File: src/rtl/ongorucu_pkg.sv
// Shared constants, counter encodings and B-type immediate decoding
// for the gshare branch predictor.
package ongorucu_pkg;

  localparam logic [6:0] DALLANMA_OPCODE = 7'b1100011;

  typedef enum logic [1:0] {
    GUCLU_ATLAMAZ = 2'b00,
    ZAYIF_ATLAMAZ = 2'b01,
    ZAYIF_ATLAR   = 2'b10,
    GUCLU_ATLAR   = 2'b11
  } sayac_e;

  // B-type offset: 13-bit even immediate, sign-extended to 32 bits
  function automatic logic [31:0] imm_cikar(input logic [31:0] b);
    return {{19{b[31]}}, b[31], b[7], b[30:25], b[11:8], 1'b0};
  endfunction

endpackage

File: src/rtl/ongorucu_gshare_doygun_sayac.sv
// One 2-bit saturating direction counter with a parametrised reset value.
module doygun_sayac
  import ongorucu_pkg::*;
#(
  parameter logic [1:0] BASLANGIC = ZAYIF_ATLAMAZ
) (
  input  logic       i_clk,
  input  logic       i_rst,
  input  logic       i_en,
  input  logic       i_atladi,
  output logic [1:0] o_deger
);

  logic [1:0] r_deger;

  // Count toward the resolved direction, holding at either end
  always_ff @(posedge i_clk or posedge i_rst) begin
    if (i_rst) begin
      r_deger <= BASLANGIC;
    end else if (i_en) begin
      if (i_atladi) begin
        if (r_deger != GUCLU_ATLAR) begin
          r_deger <= r_deger + 2'd1;
        end
      end else begin
        if (r_deger != GUCLU_ATLAMAZ) begin
          r_deger <= r_deger - 2'd1;
        end
      end
    end
  end

  assign o_deger = r_deger;

endmodule

File: src/rtl/ongorucu_gshare.sv
// Fetch-stage direction predictor: bimodal or gshare-indexed table of
// 2-bit counters, non-speculative global history and saturating stats.
module ongorucu_gshare
  import ongorucu_pkg::*;
#(
  parameter int         IDX_BIT         = 6,
  parameter int         GECMIS_BIT      = 4,
  parameter int         MOD             = 1,
  parameter int         PS_LSB          = 2,
  parameter logic [1:0] SAYAC_BASLANGIC = 2'b01
) (
  input  logic                  clk_i,
  input  logic                  rst_i,
  input  logic [31:0]           ps_i,
  input  logic [31:0]           buyruk_i,
  input  logic                  guncelle_gecerli_i,
  input  logic                  guncelle_atladi_i,
  input  logic [31:0]           guncelle_ps_i,
  output logic [31:0]           atlanan_ps_o,
  output logic                  atlanan_gecerli_o,
  output logic [GECMIS_BIT-1:0] gecmis_o,
  output logic [31:0]           dogru_sayisi_o,
  output logic [31:0]           yanlis_sayisi_o
);

  localparam int DERINLIK = 1 << IDX_BIT;

  logic [GECMIS_BIT-1:0] r_ghr;
  logic [31:0]           r_dogru;
  logic [31:0]           r_yanlis;

  logic [IDX_BIT-1:0]    w_gecmis_katki;
  logic [IDX_BIT-1:0]    w_tahmin_idx;
  logic [IDX_BIT-1:0]    w_gunc_idx;
  logic [1:0]            w_pht [DERINLIK];
  logic                  w_dallanma;
  logic                  w_eski_tahmin;
  logic                  w_unused_bitler;

  assign w_gecmis_katki = (MOD != 0) ? IDX_BIT'(r_ghr) : {IDX_BIT{1'b0}};
  assign w_tahmin_idx   = ps_i[PS_LSB +: IDX_BIT] ^ w_gecmis_katki;
  assign w_gunc_idx     = guncelle_ps_i[PS_LSB +: IDX_BIT] ^ w_gecmis_katki;

  for (genvar g = 0; g < DERINLIK; g++) begin : g_pht
    doygun_sayac #(
      .BASLANGIC (SAYAC_BASLANGIC)
    ) u_sayac (
      .i_clk    (clk_i),
      .i_rst    (rst_i),
      .i_en     (guncelle_gecerli_i && (w_gunc_idx == IDX_BIT'(g))),
      .i_atladi (guncelle_atladi_i),
      .o_deger  (w_pht[g])
    );
  end

  assign w_dallanma    = (buyruk_i[6:0] == DALLANMA_OPCODE);
  assign w_eski_tahmin = w_pht[w_gunc_idx][1];

  // Index bits outside the hashed slice and the immediate's don't-care field
  assign w_unused_bitler = ^{ps_i, guncelle_ps_i, buyruk_i};

  assign atlanan_gecerli_o = w_dallanma && w_pht[w_tahmin_idx][1];
  assign atlanan_ps_o      = ps_i + (w_dallanma ? imm_cikar(buyruk_i) : 32'd4);

  // History shifts in the resolved direction; stats judge the pre-update entry
  always_ff @(posedge clk_i or posedge rst_i) begin
    if (rst_i) begin
      r_ghr    <= {GECMIS_BIT{1'b0}};
      r_dogru  <= 32'd0;
      r_yanlis <= 32'd0;
    end else if (guncelle_gecerli_i) begin
      r_ghr <= GECMIS_BIT'({r_ghr, guncelle_atladi_i});
      if (w_eski_tahmin == guncelle_atladi_i) begin
        if (r_dogru != 32'hFFFF_FFFF) begin
          r_dogru <= r_dogru + 32'd1;
        end
      end else begin
        if (r_yanlis != 32'hFFFF_FFFF) begin
          r_yanlis <= r_yanlis + 32'd1;
        end
      end
    end
  end

  assign gecmis_o        = r_ghr;
  assign dogru_sayisi_o  = r_dogru;
  assign yanlis_sayisi_o = r_yanlis;

endmodule
File: config.mk
export PLATFORM = sky130hd
export DESIGN_NAME = ongorucu_gshare
export DESIGN_NICKNAME = d
export VERILOG_FILES = /design/src/rtl/ongorucu_pkg.sv /design/src/rtl/ongorucu_gshare_doygun_sayac.sv /design/src/rtl/ongorucu_gshare.sv
export SDC_FILE = /design/constraint.sdc
export NUM_CORES = 1
export LEC_CHECK = 0
export BUFFER_PORTS_ARGS = -buffer_cell sky130_fd_sc_hd__buf_2
export CORE_ASPECT_RATIO = 0.9
export CORE_UTILIZATION = 45
export CTS_CLUSTER_SIZE = 24
export DETAILED_ROUTE_END_ITERATION = 10
export GPL_ROUTABILITY_DRIVEN = 0
export GPL_TIMING_DRIVEN = 0
export HOLD_SLACK_MARGIN = 0.1
export PLACE_DENSITY_LB_ADDON = 0.08
export SYNTH_ARGS = -nofsm -noshare
export SYNTH_HDL_FRONTEND = slang
export SYNTH_SLANG_ARGS = --single-unit
File: constraint.sdc
create_clock -name clk_i -period 6.6 [get_ports clk_i]
set_clock_uncertainty 0.2 [all_clocks]
set_input_delay 0.99 -clock clk_i [delete_from_list [all_inputs] [get_ports clk_i]]
set_output_delay 0.99 -clock clk_i [all_outputs]
set_load 0.05 [all_outputs]
==> results_dict.tcl <==
set metrics [dict create \
    outcome "finished, final reports clean" \
    n_fill_cell 2649 \
    setup_ws_ns 0.381 \
    htree_levels 4 \
    die_x_um 179 \
    cts_hold_buf 0 \
    num_vias 12300 \
    clockRootBuffer "clkbuf_16" \
    finalCriticalPeriod_ns 6.22 \
    drive_gt1_share_pct 20.5 \
    cts_resized 0 \
    finalPower_mw 3.32 \
    crit_path_max_fanout 10 \
    gr-total-overflow 0 \
    synth_top_family_by_area "simple AND/OR/NAND/NOR gates" \
    worst_slew_pin_slew_ns 1.22 \
    dp_slack_ns 0.293 \
    cts_sinks 196 \
    postRouteAntennaNets 0 \
    fin_cells 2095 \
    cts_tree "done" \
    cts_max_path_buffers 2 \
    vdd_drop_max_v 0.000254 \
    hold_class "flip-flop to flip-flop" \
    powerDensity_nw_per_um2 229 \
    cts_buffers 17 \
    startpoint_type "input port" \
    setup_tns_ns 0 \
    wl_met3_um 2760 \
    syn-num-nets 1664 \
    relSlewSlack_pct 17.8 \
    synthMuxAreaShare_pct 5.52 \
    clkLatencyLatePin_ns 0.45 \
    switchingPower_mw 1.24 \
    port_buffers 157 \
    max_cap_violations 0 \
    die_y_um 161 \
    final_cell_mix "nor2_1 (294), a21oi_1 (195), nand2_1 (186), buf_2 (164), dfrtp_1 (132)" \
    wl_met2_um 17100 \
    grt_start_max_net_pins 128 \
    grt_pass1_vias 11000 \
    async_flop_share_pct 100 \
    ys_seq_area_share_pct 39.4 \
    synth_edf_count 0 \
    routed.top_layer "met4" \
    avgViaCountPerCell 5.86 \
    grt_first_pass_wirelength_um 61200 \
    cp_data_arrival_time_ns 5.03 \
    core_area_um2 27300 \
    dpl.hpwl_um 28200 \
    design_area_um2 14500 \
    clk_pin_slew_ns 0.08 \
    clock_power_share_pct 32.8 \
    dr.pass1.iters 6 \
    drt_iter0_drc 1122 \
    crit_type "input port to output port" \
    rows 57 \
    multi_input_area_um2 7290 \
    ys.flop_type "dfrtp_1" \
    antenna_found_initial 1 \
    hold_viol 0 \
    ff_latch_area_um2 4980 \
    pwr-share-seq_pct 41.5 \
    ys_ff_latch 196 \
    p_int_mw 2.08 \
    initial_core_util_pct 46.3 \
    fin_crit_sh_pct 94.2 \
    ioPinCount 201 \
    layout.nets 1841 \
    synth-xor-area-share_pct 7.34 \
    yosys.area_share.simple_pct 30.6 \
    wirelength_um 39100 \
    ys_types 60 \
    track_usage_pct 27.5 \
    swShare_pct 37.3 \
    post_drt_wl_per_cell_um 18.7 \
    cellLeakagePower_nw 5.91 \
    setup-violations-final 0 \
    crit_required_ns 5.41 \
    synthCells 1550 \
    p_comb_share_pct 25.8 \
    cts_setup_buffers 0 \
    drc 0 \
    synthAdderAreaFrac_pct 1.52 \
    yosysWarnings 0 \
    areaGrowthSynthToFinish_pct 14.9 \
    die-area_um2 28800 \
    synth_area_per_cell_um2 8.15 \
    rsz0062_at_grt "no" \
    synth_compound_area_share_pct 12.6 \
    endpoint_kind "output port" \
    met1_length_um 18200 \
    layout_commonest_cell "nor2_1" \
    drv_slew 0 \
    place_area_um2 13900 \
    fmax_mhz 161 \
    synthesis.area_um2 12600 \
    dp.cells 2062 \
]
flip-flops by register name, summed over array words and instances, names as in the netlist:
name and cells:
yanlis_sayisi_o 32, g_pht.u_sayac.o_deger 128, gecmis_o 4, dogru_sayisi_o 32
cells in the mapped netlist (all sizes together) (27+ instances only):
library cell	count	area (um^2)
or3	67	419
or2	51	319
nor2	294	1100
dfrtp	132	3300
nor3	67	335
nand4	32	200
inv	27	101
o21ai	28	140
nand3	42	210
xor2	49	429
a21oi	195	976
clkbuf	57	214
nand2	186	698
xnor2	56	498
dfstp	64	1680
cell type report:
| cell class | instances | area share (%) |
|---|---|---|
| Inverter | 27 | 0.750 |
| Clock inverter | 15 | 1.30 |
| Multi-Input combinational cell | 1259 | 50.2 |
| Tap cell | 354 | 3.05 |
| Buffer | 68 | 1.84 |
| Timing Repair Buffer | 158 | 5.60 |
| Antenna cell | 1 | 0.0172 |
| Clock buffer | 17 | 2.93 |
| Sequential cell | 196 | 34.3 |
cell families (layout without fill, tap and decap cells):
kind of cell,count (synthesis),count (layout)
AND/OR/NAND/NOR,820,820
AO/OA/AOI/OAI,279,279
flip-flops,196,196
XOR/XNOR,105,105
buffers and inverters,95,285
multiplexers,40,40
adder cells (fa/ha/maj),15,15
other,0,1
metal layers:
layer	vias up	global-route usage, %
met5	-	0
met4	0	9.44
met3	70	4.35
met2	460	40.8
met1	5959	40.5
li1	5798	-
worst paths after layout:
check	startpoint	end	slack, ns	cells after the start
min in group asynchronous	rst_i	g_pht[20].u_sayac.o_deger[1]$_DFFE_PP0P_	0.37	2
worst max register to register	gecmis_o[0]$_DFFE_PP0P_	yanlis_sayisi_o[24]$_DFFE_PP0P_	2.46	12
worst max-delay path	buyruk_i[2]	atlanan_ps_o[28]	0.38	15
worst min-delay path	dogru_sayisi_o[7]$_DFFE_PP0P_	dogru_sayisi_o[7]$_DFFE_PP0P_	0.29	1
max in group asynchronous	rst_i	g_pht[44].u_sayac.o_deger[1]$_DFFE_PP0P_	4.81	3
worst min register to register	dogru_sayisi_o[7]$_DFFE_PP0P_	dogru_sayisi_o[7]$_DFFE_PP0P_	0.29	1
worst max-delay path: stages:
cell and delay (ns):
buf_2 0.10, nor4bb_1 0.43, clkbuf_1 0.32, and3_1 0.21, ha_1 0.23, and3_1 0.21, nand2_1 0.09, nor4_1 0.23
nor2_1 0.11, a31oi_1 0.55, a41oi_1 0.40, nor3_2 0.46, o21ai_0 0.13, a21oi_1 0.24, buf_2 0.31
power by group through the flow:
stage          Clock [mW]  Combinational, mW  Sequential (mW)
6_report             1.09              0.855             1.38
5_1_grt              1.15              0.914             1.39
4_1_cts              1.11              0.851             1.38
3_5_place_dp            0              0.849             1.40
3_3_place_gp            0              0.840             1.39
2_1_floorplan           0              0.458             1.53
stage by stage:
| stage | util (%) | hold WS [ns] |
|---|---|---|
| floorplan | - | 0.263 |
| CTS | 53.1 | 0.285 |
| global route | 53.2 | 0.294 |
| finish | 53.2 | 0.287 |
| global placement | 50.8 | 0.271 |
| detailed placement | 50.9 | 0.269 |
Note: power is estimated with default switching activity, not from simulation.
